### src/rtl/laser_sense_ctrl.sv
// laser_sense_ctrl: paces ADC conversions, averages a calibration baseline and
// raises a sticky, debounced beam-broken flag for the tripwire alarm.
module laser_sense_ctrl #(
  parameter int SAMPLE_DIV  = 50000,
  parameter int CAL_LOG2    = 3,
  parameter int MARGIN      = 400,
  parameter int TRIP_COUNT  = 4,
  parameter int ACK_TIMEOUT = 1024
) (
  input  logic        clock,
  input  logic        rst,
  input  logic        enable,
  input  logic        clear_trip,
  output logic        adc_req,
  input  logic        adc_ack,
  input  logic [11:0] adc_data,
  output logic        laser_triggered,
  output logic        calibrated,
  output logic [11:0] baseline,
  output logic        fault
);
  // state | meaning
  // IDLE  | disarmed, all outputs cleared
  // REQ   | adc_req high, waiting for ack (timeout running)
  // WAIT  | pacing delay until the next request
  // FAULT | ADC timeout or no beam at calibration; held until disarm
  typedef enum logic [1:0] {ST_IDLE, ST_REQ, ST_WAIT, ST_FAULT} state_t;
  typedef enum logic {PH_CAL, PH_MON} phase_t;

  localparam int ACC_W  = 12 + CAL_LOG2;
  localparam int SCNT_W = CAL_LOG2 + 1;
  localparam int WAIT_W = $clog2(SAMPLE_DIV + 1);
  localparam int TMO_W  = $clog2(ACK_TIMEOUT + 1);
  localparam int TRIP_W = $clog2(TRIP_COUNT + 1);
  localparam logic [SCNT_W-1:0] SCNT_LAST = SCNT_W'((1 << CAL_LOG2) - 1);
  localparam logic [WAIT_W-1:0] WAIT_LOAD = WAIT_W'(SAMPLE_DIV - 1);
  localparam logic [TMO_W-1:0]  TMO_LOAD  = TMO_W'(ACK_TIMEOUT);
  localparam logic [TRIP_W-1:0] TRIP_MAX  = TRIP_W'(TRIP_COUNT);
  localparam logic [11:0]       MARGIN_C  = 12'(MARGIN);

  state_t state_q, state_d;
  phase_t phase_q, phase_d;
  logic adc_req_q, adc_req_d;
  logic trig_q, trig_d;
  logic cal_q, cal_d;
  logic fault_q, fault_d;
  logic [11:0]       baseline_q, baseline_d;
  logic [ACC_W-1:0]  acc_q, acc_d;
  logic [SCNT_W-1:0] samp_q, samp_d;
  logic [TRIP_W-1:0] trip_q, trip_d;
  logic [WAIT_W-1:0] wait_q, wait_d;
  logic [TMO_W-1:0]  tmo_q, tmo_d;

  logic [ACC_W-1:0]  sum;
  logic [11:0]       avg;
  logic [11:0]       thresh;
  logic              broken;
  logic [TRIP_W-1:0] trip_inc;
  logic              trip_done;

  always_comb begin
    state_d    = state_q;
    phase_d    = phase_q;
    adc_req_d  = adc_req_q;
    trig_d     = trig_q;
    cal_d      = cal_q;
    fault_d    = fault_q;
    baseline_d = baseline_q;
    acc_d      = acc_q;
    samp_d     = samp_q;
    trip_d     = trip_q;
    wait_d     = wait_q;
    tmo_d      = tmo_q;

    sum       = acc_q + ACC_W'(adc_data);
    avg       = sum[ACC_W-1:CAL_LOG2];
    thresh    = baseline_q - MARGIN_C;
    broken    = adc_data < thresh;
    trip_inc  = !broken ? '0 :
                (trip_q >= TRIP_MAX) ? TRIP_MAX : trip_q + TRIP_W'(1);
    trip_done = (trip_inc == TRIP_MAX);

    if (!enable) begin
      state_d    = ST_IDLE;
      phase_d    = PH_CAL;
      adc_req_d  = 1'b0;
      trig_d     = 1'b0;
      cal_d      = 1'b0;
      fault_d    = 1'b0;
      baseline_d = '0;
    end else begin
      if (clear_trip && phase_q == PH_MON &&
          (state_q == ST_REQ || state_q == ST_WAIT)) begin
        trig_d = 1'b0;
        trip_d = '0;
      end
      unique case (state_q)
        ST_IDLE: begin
          state_d   = ST_REQ;
          phase_d   = PH_CAL;
          acc_d     = '0;
          samp_d    = '0;
          trip_d    = '0;
          adc_req_d = 1'b1;
          tmo_d     = TMO_LOAD;
        end
        ST_REQ: begin
          if (adc_ack) begin
            adc_req_d = 1'b0;
            wait_d    = WAIT_LOAD;
            state_d   = ST_WAIT;
            if (phase_q == PH_CAL) begin
              acc_d  = sum;
              samp_d = samp_q + SCNT_W'(1);
              if (samp_q == SCNT_LAST) begin
                baseline_d = avg;
                if (avg <= MARGIN_C) begin
                  state_d = ST_FAULT;
                  fault_d = 1'b1;
                  trig_d  = 1'b1;
                end else begin
                  cal_d   = 1'b1;
                  phase_d = PH_MON;
                end
              end
            end else begin
              // a trip completing on this sample beats a simultaneous clear
              trip_d = (clear_trip && !trip_done) ? '0 : trip_inc;
              if (trip_done) trig_d = 1'b1;
            end
          end else if (tmo_q == '0) begin
            state_d   = ST_FAULT;
            adc_req_d = 1'b0;
            fault_d   = 1'b1;
            trig_d    = 1'b1;
          end else begin
            tmo_d = tmo_q - TMO_W'(1);
          end
        end
        ST_WAIT: begin
          if (wait_q == '0) begin
            state_d   = ST_REQ;
            adc_req_d = 1'b1;
            tmo_d     = TMO_LOAD;
          end else begin
            wait_d = wait_q - WAIT_W'(1);
          end
        end
        ST_FAULT: begin
          adc_req_d = 1'b0;
          fault_d   = 1'b1;
          trig_d    = 1'b1;
        end
        default: state_d = ST_IDLE;
      endcase
    end
  end

  always_ff @(posedge clock) begin
    if (rst) begin
      state_q    <= ST_IDLE;
      phase_q    <= PH_CAL;
      adc_req_q  <= 1'b0;
      trig_q     <= 1'b0;
      cal_q      <= 1'b0;
      fault_q    <= 1'b0;
      baseline_q <= '0;
      acc_q      <= '0;
      samp_q     <= '0;
      trip_q     <= '0;
      wait_q     <= '0;
      tmo_q      <= '0;
    end else begin
      state_q    <= state_d;
      phase_q    <= phase_d;
      adc_req_q  <= adc_req_d;
      trig_q     <= trig_d;
      cal_q      <= cal_d;
      fault_q    <= fault_d;
      baseline_q <= baseline_d;
      acc_q      <= acc_d;
      samp_q     <= samp_d;
      trip_q     <= trip_d;
      wait_q     <= wait_d;
      tmo_q      <= tmo_d;
    end
  end

  assign adc_req         = adc_req_q;
  assign laser_triggered = trig_q;
  assign calibrated      = cal_q;
  assign baseline        = baseline_q;
  assign fault           = fault_q;
endmodule

### config.mk
export PLATFORM = sky130hd
export DESIGN_NAME = laser_sense_ctrl
export DESIGN_NICKNAME = d
export VERILOG_FILES = /design/src/rtl/laser_sense_ctrl.sv
export SDC_FILE = /design/constraint.sdc
export NUM_CORES = 1
export LEC_CHECK = 0
export BUFFER_PORTS_ARGS = -buffer_cell sky130_fd_sc_hd__buf_2
export CAP_MARGIN = 20
export CORE_AREA = 2 2 98 100
export CTS_BUF_LIST = sky130_fd_sc_hd__clkbuf_2
export CTS_CLUSTER_DIAMETER = 40
export CTS_CLUSTER_SIZE = 8
export DETAILED_ROUTE_END_ITERATION = 8
export DIE_AREA = 0 0 100 102
export GPL_ROUTABILITY_DRIVEN = 0
export PLACE_DENSITY_LB_ADDON = 0.2
export SETUP_SLACK_MARGIN = 0.15
export SLEW_MARGIN = 20
export SYNTH_ARGS = -nofsm -noshare
export SYNTH_HDL_FRONTEND = slang
export SYNTH_SLANG_ARGS = --single-unit
### constraint.sdc
create_clock -name clock -period 4.1 [get_ports clock]
set_input_delay 0.41 -clock clock [delete_from_list [all_inputs] [get_ports clock]]
set_output_delay 0.41 -clock clock [all_outputs]
set_load 0.02 [all_outputs]
Word-level counts from Yosys, hierarchy flattened
Index checks and enable logic that the tools add are counted.
W data, S select, Z words.
{"block": "totals", "register_bits": 68, "latch_bits": 0, "mem_bits_rw": 0, "romBits": 0, "in_bits": 17, "out_inout_bits": 16, "word_cells": 111, "n_memories": 0}
{"block": "op_classes", "add_sub_neg": 6, "multipliers": 0, "div_mod_pow": 0, "magnitude_cmp": 3, "eq_ne": 15, "n_shift": 0, "n_mux": 50, "bitwise": 3, "n_reduce_logical": 22}
{"cell": "$mux W11", "count": 3}
{"cell": "$pmux W11 S3", "count": 1}
{"cell": "$mux W16", "count": 2}
{"cell": "$pmux W16 S2", "count": 1}
{"cell": "$mux W15", "count": 2}
{"cell": "$pmux W15 S2", "count": 1}
{"cell": "$mux W1", "count": 22}
{"cell": "$mux W3", "count": 6}
{"cell": "$logic_not A16 Y1", "count": 1}
{"cell": "$sub A16 B1 Y16 const B", "count": 1}
{"cell": "$add A15 B12 Y15", "count": 1}
{"cell": "$reduce_and A5 Y1", "count": 3}
{"cell": "$le A12 B9 Y1 const B", "count": 1}
{"cell": "$lt A12 B12 Y1", "count": 1}
{"cell": "$reduce_and A4 Y1", "count": 3}
{"cell": "$sub A12 B9 Y12 const B", "count": 1}
{"cell": "$logic_not A11 Y1", "count": 1}
{"cell": "$sub A11 B1 Y11 const B", "count": 1}
{"cell": "$ne A2 B2 Y1 const B", "count": 5}
{"cell": "$ne A3 B2 Y1 const B", "count": 3}
{"cell": "$mux W4", "count": 2}
{"cell": "$pmux W4 S2", "count": 1}
{"cell": "$mux W2", "count": 3}
{"cell": "$pmux W1 S2", "count": 3}
{"cell": "22 further kinds", "count": 30}

Logic depth before layout (Yosys ltp)
Gate-level depths: netlist of the first run.
{"block": "logic_depth", "depth_word": 10, "depth_mapped": 11, "depth_no_buf": 11}

Least setup slack after synthesis of the first run
OpenSTA, ideal clock, no wires.
{"block": "synth_timing", "kind": "input -> register", "start": "in adc_data[0]", "end": "reg trig_q, in the netlist laser_triggered", "setup_ns": 0.086, "t_arrival_ns": 2.992, "required_time_ns": 4.014, "path_slack_ns": 1.022, "cell_stages": 10, "n_path_buf": 0, "cell_sequence": "ha_1 fa_1 a211oi_1 or4b_1 nand3_1 or4_1 o2bb2ai_1 a311oi_1 a221oi_1 a211oi_1"}
{"block": "synth_via", "elab_chain_len": 7, "word_cells_on_any_way": 11, "cone_classes": "add/sub (1); order compare (2); eq/ne (1); mux (7)"}
{"element": "from (decl)", "line_no": "16", "rtl": "input logic [11:0] adc_data,"}
{"element": "$add A15 B12 Y15 / $lt A12 B12 Y1 (equally long branches)", "line_no": "75, 78"}
{"element": "$le A12 B9 Y1 / $mux W3 (equally long branches)", "line_no": "117, 79"}
{"element": "$mux W1 / $eq A3 B3 Y1 (equally long branches)", "line_no": "117, 81"}
{"element": "$mux W1, on equally long branches", "line_no": "115, 129"}
{"element": "$mux W1 *", "line_no": "112", "rtl": "if (phase_q == PH_CAL) begin"}
{"element": "$mux W1 *", "line_no": "108", "rtl": "if (adc_ack) begin"}
{"element": "$pmux W1 S2 *", "line_no": "97", "rtl": "unique case (state_q)"}
{"element": "to (signal assigned)", "line_no": "177", "rtl": "trig_q <= trig_d;"}
{"element": "to (decl)", "line_no": "44", "rtl": "logic trig_q, trig_d;"}
Mark *: on every way between the ends. The rest lies on a longest branch, timed or not.
A chain may end at the register's enable or synchronous reset.

Worst setup path after layout of the first run
{"block": "layout_timing", "start": "reg acc_q[0]", "end": "reg trig_q, in the netlist laser_triggered"}
{"block": "layout_via", "elab_chain_len": 7}
{"element": "from (decl)", "line_no": "48", "rtl": "logic [ACC_W-1:0] acc_q, acc_d;"}
{"element": "from (signal assigned)", "line_no": "168", "rtl": "acc_q <= '0;"}
{"element": "from (signal assigned)", "line_no": "181", "rtl": "acc_q <= acc_d;"}
{"element": "$add A15 B12 Y15", "line_no": "75", "rtl": "sum = acc_q + ACC_W'(adc_data);"}
{"element": "$le A12 B9 Y1", "line_no": "117", "rtl": "if (avg <= MARGIN_C) begin"}
{"element": "$mux W1", "line_no": "117"}
{"element": "$mux W1", "line_no": "115", "rtl": "if (samp_q == SCNT_LAST) begin"}
{"element": "$mux W1", "line_no": "112"}
{"element": "$mux W1", "line_no": "108"}
{"element": "$pmux W1 S2", "line_no": "97"}
No other way between the ends.

==> flow_summary.ini, run 1 <==
[timing]
rsz0062_at_grt = no
setup_viol = 0
worst_pin_slew_ns = 0.906
hold_slack_ns = 0.240
slew_viol_final = 0
max_freq_mhz = 289
worst_clock_skew_ns = 0.0227
hold_violations = 0
setup_ws_ns = 0.642
worst_slew_margin_rel_pct = 39.6
fin_crit_sh_pct = 84.4
fin_tns_setup_ns = 0
post-route-min-period_ns = 3.46

[synthesis]
synthArstFlopShare_pct = 0
ys_seq_elements = 68
yosysMostFrequentCell = dfxtp_1
synth_seq_area_share_pct = 33.8
yosys_most_used_dff = dfxtp_1
ys_types = 53
synth_fp_nets = 544
ys_warn_count = 0
synth_top_cells_by_count = dfxtp_1 (68), nor2_1 (58), a21oi_1 (45), nand2_1 (44), ha_1 (33)
syn-cell-area_mm2 = 0.00402
synthCells = 493
syn_area_per_cell_um2 = 8.16
synth_top_area_share_pct = 33.8
synthTopCellsByArea = dfxtp_1 (34%), ha_1 (10%), a21oi_1 (5.6%)
synth_area_leader_cell = dfxtp_1
synth_edf_count = 0

[clock_tree]
cts_tree = done
clock_sinks = 68
post_cts_buffers = 0
root_buffer = clkbuf_2
ctsResizeCount = 0
cts_buffers = 9
path_clk_slew_ns = 0.19
cts_buffer_depth = 2
clkLatencyLatePin_ns = 0.48
hold_buffers = 0
htreeDepth = 3

[detailed_routing]
via_per_inst = 5.52
finalWirelength_um = 9320
drt_iter0_markers = 97
ant_nets = 0
drc = 0
wl_per_cell_um = 14.6
first_pass_iters = 4
vias = 3508

[min_path]
hold_class = input port to flip-flop

[floorplan]
rows = 35
ios = 33
die_area_mm2 = 0.0102
die_h_um = 102
core_mm2 = 0.00911
initial_utilization_pct = 44.2
fp.dieW_um = 100

[finish]
final_cells = 636
postLayoutCoreUtil_pct = 48.4
area_growth_pct = 9.58
fin_nets = 572
antennaDiodeCount = 0
drive_gt1_share_pct = 11.8
post-route-cell-area_mm2 = 0.00441

[setup_path]
r2r_slack_ns = 0.64
crit_fanout = 4
path_class = flip-flop to flip-flop
worstPathRequired_ns = 4.50
start_kind = flip-flop
endpoint_kind = flip-flop
worstPathArrival_ns = 3.86

[place]
place_inst = 621
io_buffers = 32
placed_area_mm2 = 0.00428
dpl.hpwl_um = 6790
dp_worst_setup_slack_ns = 0.490

[power_and_ir_drop]
p_leak_nw = 1.75
p_total_mw = 1.42
max-vdd-ir-drop_mv = 0.150
power.density_mw_per_mm2 = 321

[grt]
top_usage_layer = met2
grt_pass1_vias = 3303
grtUsageTotal_pct = 19.2
globalRouteOverflowTotal = 0
grt_max_degree = 34
grt_util_met2_pct = 32.5
grt.met1_usage_pct = 24.9
grt_pass1_wl_um = 15700
antenna_found_initial = 0
use_met3_pct = 4.51

[run]
max_cap_violations = 0

[run_status]
status = completed
-- cell usage in the layout, fill, tap and decap left out, drive strengths merged, types with 3 or more instances in the layout --
master / instances
xnor2: 25
a31oi: 5
nand3b: 3
o21ai: 21
nor3: 15
buf: 36
inv: 20
a22oi: 13
nand4: 6
dfxtp: 68
a21o: 8
a221oi: 5
a21oi: 45
nand3: 17
and3: 3
o211ai: 4
nand2b: 8
nor2b: 4
a211oi: 9
clkinv: 3
xor2: 10
nor4: 8
ha: 33
nor2: 58
or4: 5
nand2: 45
or3: 11
clkbuf: 10
-- layout make-up --
| cell class | instances | area (µm²) |
|---|---|---|
| inverters | 20 | 75.1 |
| repair buffers | 36 | 190 |
| multi-input cells | 386 | 2520 |
| clock inverters | 5 | 77.6 |
| clock buffers | 10 | 50.0 |
| well taps | 111 | 139 |
| flip-flops and latches | 68 | 1360 |
| fillers | 934 | 4700 |
-- final timing paths --
kind,startpoint,endpoint,cells past startpoint
worst max register to register,acc_q[0],laser_triggered,10
worst min register to register,acc_q[2],acc_q[2],2
worst min-delay path,clear_trip,trip_q[0],4
worst max-delay path,acc_q[0],laser_triggered,10
-- sequential cells by signal (all words and copies together) (netlist names) --
register and cells:
phase_q 1, state_q 2, tmo_q 11, laser_triggered 1, wait_q 16, fault 1, acc_q 15, calibrated 1
samp_q 4, trip_q 3, adc_req 1, baseline 12
-- where the power goes --
part | total, mW | internal, mW | switching [mW]
combinational | 0.261 | 0.105 | 0.156
sequential | 0.714 | 0.690 | 0.0242
clock | 0.440 | 0.200 | 0.241
total | 1.42 | 0.995 | 0.421
-- cells by family after synthesis --
logic type,synth area share (%)
simple gates,23.2
compound gates,20.5
flops,33.8
buf+inv,3.64
xor+xnor,7.62
fa+ha+maj,10.8
mux,0.498
-- critical path, stage by stage, from the launching register on --
cell,delay [ns]
dfxtp_1,0.35
ha_1,0.20
fa_1,0.43
a211oi_1,0.37
or4b_1,0.18
nand3_1,0.12
or4_1,0.55
o2bb2ai_1,0.17
a311oi_1,0.59
a221oi_1,0.19
a211oi_1,0.23
-- metal layers --
metal	up-vias	part of all wire (%)
met1	1617	48
met3	10	3.2
met2	47	48
li1	1834	-
met5	-	0
met4	0	0.92
Power figures use the tool's default switching activity.
==> inputs of run 2 (changes only) <==
--- a/config.mk
+++ b/config.mk
@@ -5,14 +5,15 @@
 export SDC_FILE = /design/constraint.sdc
 export NUM_CORES = 1
 export LEC_CHECK = 0
+export ABC_AREA = 1
 export BUFFER_PORTS_ARGS = -buffer_cell sky130_fd_sc_hd__buf_2
 export CAP_MARGIN = 20
-export CORE_AREA = 2 2 98 100
+export CORE_AREA = 2 2 104 106
 export CTS_BUF_LIST = sky130_fd_sc_hd__clkbuf_2
 export CTS_CLUSTER_DIAMETER = 40
 export CTS_CLUSTER_SIZE = 8
 export DETAILED_ROUTE_END_ITERATION = 8
-export DIE_AREA = 0 0 100 102
+export DIE_AREA = 0 0 106 108
 export GPL_ROUTABILITY_DRIVEN = 0
 export PLACE_DENSITY_LB_ADDON = 0.2
 export SETUP_SLACK_MARGIN = 0.15
==> constraint.sdc (replaced) <==
create_clock -name clock -period 3.3 [get_ports clock]
set_input_delay 0.33 -clock clock [delete_from_list [all_inputs] [get_ports clock]]
set_output_delay 0.33 -clock clock [all_outputs]
set_load 0.02 [all_outputs]
==> run 2 against run 1 <==
Compared with the run above: final cell count increased by 35%; setup slack improved by 0.0069 ns; register-to-register slack about the same; largest cell class unchanged.
==> flow_summary.ini, run 2 <==
[synthesis]
synth_edf_count = 0
syn_area_per_cell_um2 = 6.59
synthTopCellsByArea = dfxtp_1 (30%), nand2_1 (15%), ha_1 (9.1%)
synth_fp_nets = 740
synth_top_cells_by_count = nand2_1 (184), inv_1 (97), a21oi_1 (74), dfxtp_1 (68), nor2_1 (51)
ys_warn_count = 0
synthMuxAreaShare_pct = 0
synth_seq_area_share_pct = 30.0
yosys.area_share.simple_pct = 32.0
ys_seq_elements = 68
synth_top_family_by_area = simple AND/OR/NAND/NOR gates
ys_types = 39
yosys_most_used_dff = dfxtp_1
synth_area_leader_cell = dfxtp_1
syn-cell-area_mm2 = 0.00454
synth_top_area_share_pct = 30.0
synthArstFlopShare_pct = 0
synth_fa_ha_area_share_pct = 9.53
synth-xor-area-share_pct = 3.47
synth_compound_area_share_pct = 14.6
synthCells = 689
yosysMostFrequentCell = nand2_1

[timing]
worst_clock_skew_ns = 0.0374
max_freq_mhz = 377
post-route-min-period_ns = 2.65
slew_viol_final = 0
worst_pin_slew_ns = 0.744
setup_viol = 0
hold_slack_ns = 0.0749
fin_crit_sh_pct = 80.4
fin_tns_setup_ns = 0
worst_slew_margin_rel_pct = 50.4
rsz0062_at_grt = no
setup_ws_ns = 0.648
hold_violations = 0

[setup_path]
reg2regPathDepth = 19
path_class = flip-flop to flip-flop
start_kind = flip-flop
crit_fanout = 3
worstPathRequired_ns = 3.69
worstPathArrival_ns = 3.04
endpoint_kind = flip-flop

[detailed_routing]
drt_iter0_markers = 200
drc = 0
ant_nets = 0
vias = 4320
first_pass_iters = 4
finalWirelength_um = 11000
via_per_inst = 5.02
wl_per_cell_um = 12.7

[floorplan]
die_h_um = 108
rows = 37
fp.dieW_um = 106
die_area_mm2 = 0.0114
core_mm2 = 0.0102
initial_utilization_pct = 44.4
ios = 33

[finish]
fin_nets = 771
largest_register_ffs = 16
layout_common_cells = nand2_1 (184), inv_1 (97), a21oi_1 (74), dfxtp_1 (68), nor2_1 (51)
final_common_cell = nand2_1
drive_gt1_share_pct = 11.9
antennaDiodeCount = 0
area_growth_pct = 8.26
regMostFlops = wait_q

[grt]
grt_pass1_vias = 4241
grt_pass1_wl_um = 19000
grtUsageTotal_pct = 20.4
antenna_found_initial = 0
globalRouteOverflowTotal = 0
grt_max_degree = 34

[power_and_ir_drop]
p_leak_nw = 2.49
power.density_mw_per_mm2 = 385
p_total_mw = 1.89
max-vdd-ir-drop_mv = 0.189

[clock_tree]
cts_tree = done
root_buffer = clkbuf_2
cts_buffers = 9
htreeDepth = 3
clkLatencyLatePin_ns = 0.53
path_clk_slew_ns = 0.19
post_cts_buffers = 0
cts_buffer_depth = 2
hold_buffers = 0
clock_sinks = 68
ctsResizeCount = 0

[place]
dp_worst_setup_slack_ns = 0.670
io_buffers = 32
dpl.hpwl_um = 8530

[min_path]
hold_class = input port to flip-flop
hold_depth = 3

[run]
max_cap_violations = 0

[run_status]
status = completed
run 2: changes by cell type after synthesis, sizes merged, moves of 10 or more:
cell,change
nand2,+146
inv,+86
a21oi,+30
xnor2,-23
nand3,+17
a22oi,-13
o21ai,+13
or3,-11
clkbuf,-10
run 2: critical path, cell delays in order, from the launching register on:
cell and delay (ns):
dfxtp_1 0.40, inv_1 0.08, ha_1 0.22, nand2_1 0.08
nand2_1 0.07, o21ai_0 0.20, xor2_1 0.18, ha_1 0.24
nand2_1 0.08, inv_1 0.04, nand2_1 0.05, nand2_1 0.06
a21oi_1 0.23, nand3_1 0.14, nand2_1 0.11, a21oi_1 0.07
o21bai_1 0.12, nand2_1 0.06, nand2_1 0.05, a21oi_1 0.05
run 2: stage by stage:
| step | utilization [%] | cells | cell area [µm²] |
|---|---|---|---|
| after floorplan | - | 689 | 4540 |
| after CTS | 48.1 | 861 | 4920 |
| after global routing | 48.1 | 861 | 4920 |
| after detailed placement | 47.0 | 845 | 4810 |
| final | 48.1 | 861 | 4920 |
| after global placement | 47.0 | 845 | 4810 |
run 2: per-layer routing:
metal,GRT usage (%),vias up,share of wire [%],routed length (µm)
met3,3.01,25,3.5,379
met5,0,-,0,0
met4,8.83,0,2.4,260
li1,-,2273,-,-
met2,36.5,78,47,5150
met1,24.4,1944,47,5160
run 2: final cells by class:
class,count,area (µm²)
clock buffer,10,50.0
clock inverter,6,55.1
fill,1075,5310
inverter,107,404
multi-input combinational,501,2710
sequential,68,1360
tap,136,170
timing repair buffer,33,168
run 2: power by group:
| group | switching, mW | internal (mW) |
|---|---|---|
| registers | 0.0393 | 0.865 |
| clock network | 0.315 | 0.172 |
| logic | 0.328 | 0.175 |
run 2: worst paths after layout:
kind	start	end	slack, ns
setup / recovery	baseline[4]	trip_q[2]	0.65
hold / removal	enable	trip_q[1]	0.07
setup reg to reg	baseline[4]	trip_q[2]	0.65
hold reg to reg	samp_q[2]	samp_q[2]	0.48
run 2: logic make-up (layout without fill, tap and decap cells):
family                     count (synthesis)  in the layout
and+or+nand+nor                          325            325
AOI/OAI and AO/OA                        124            124
buffers and inverters                    120            156
DFF                                       68             68
adders and majority gates                 34             34
xor gates and xnor gates                  18             18
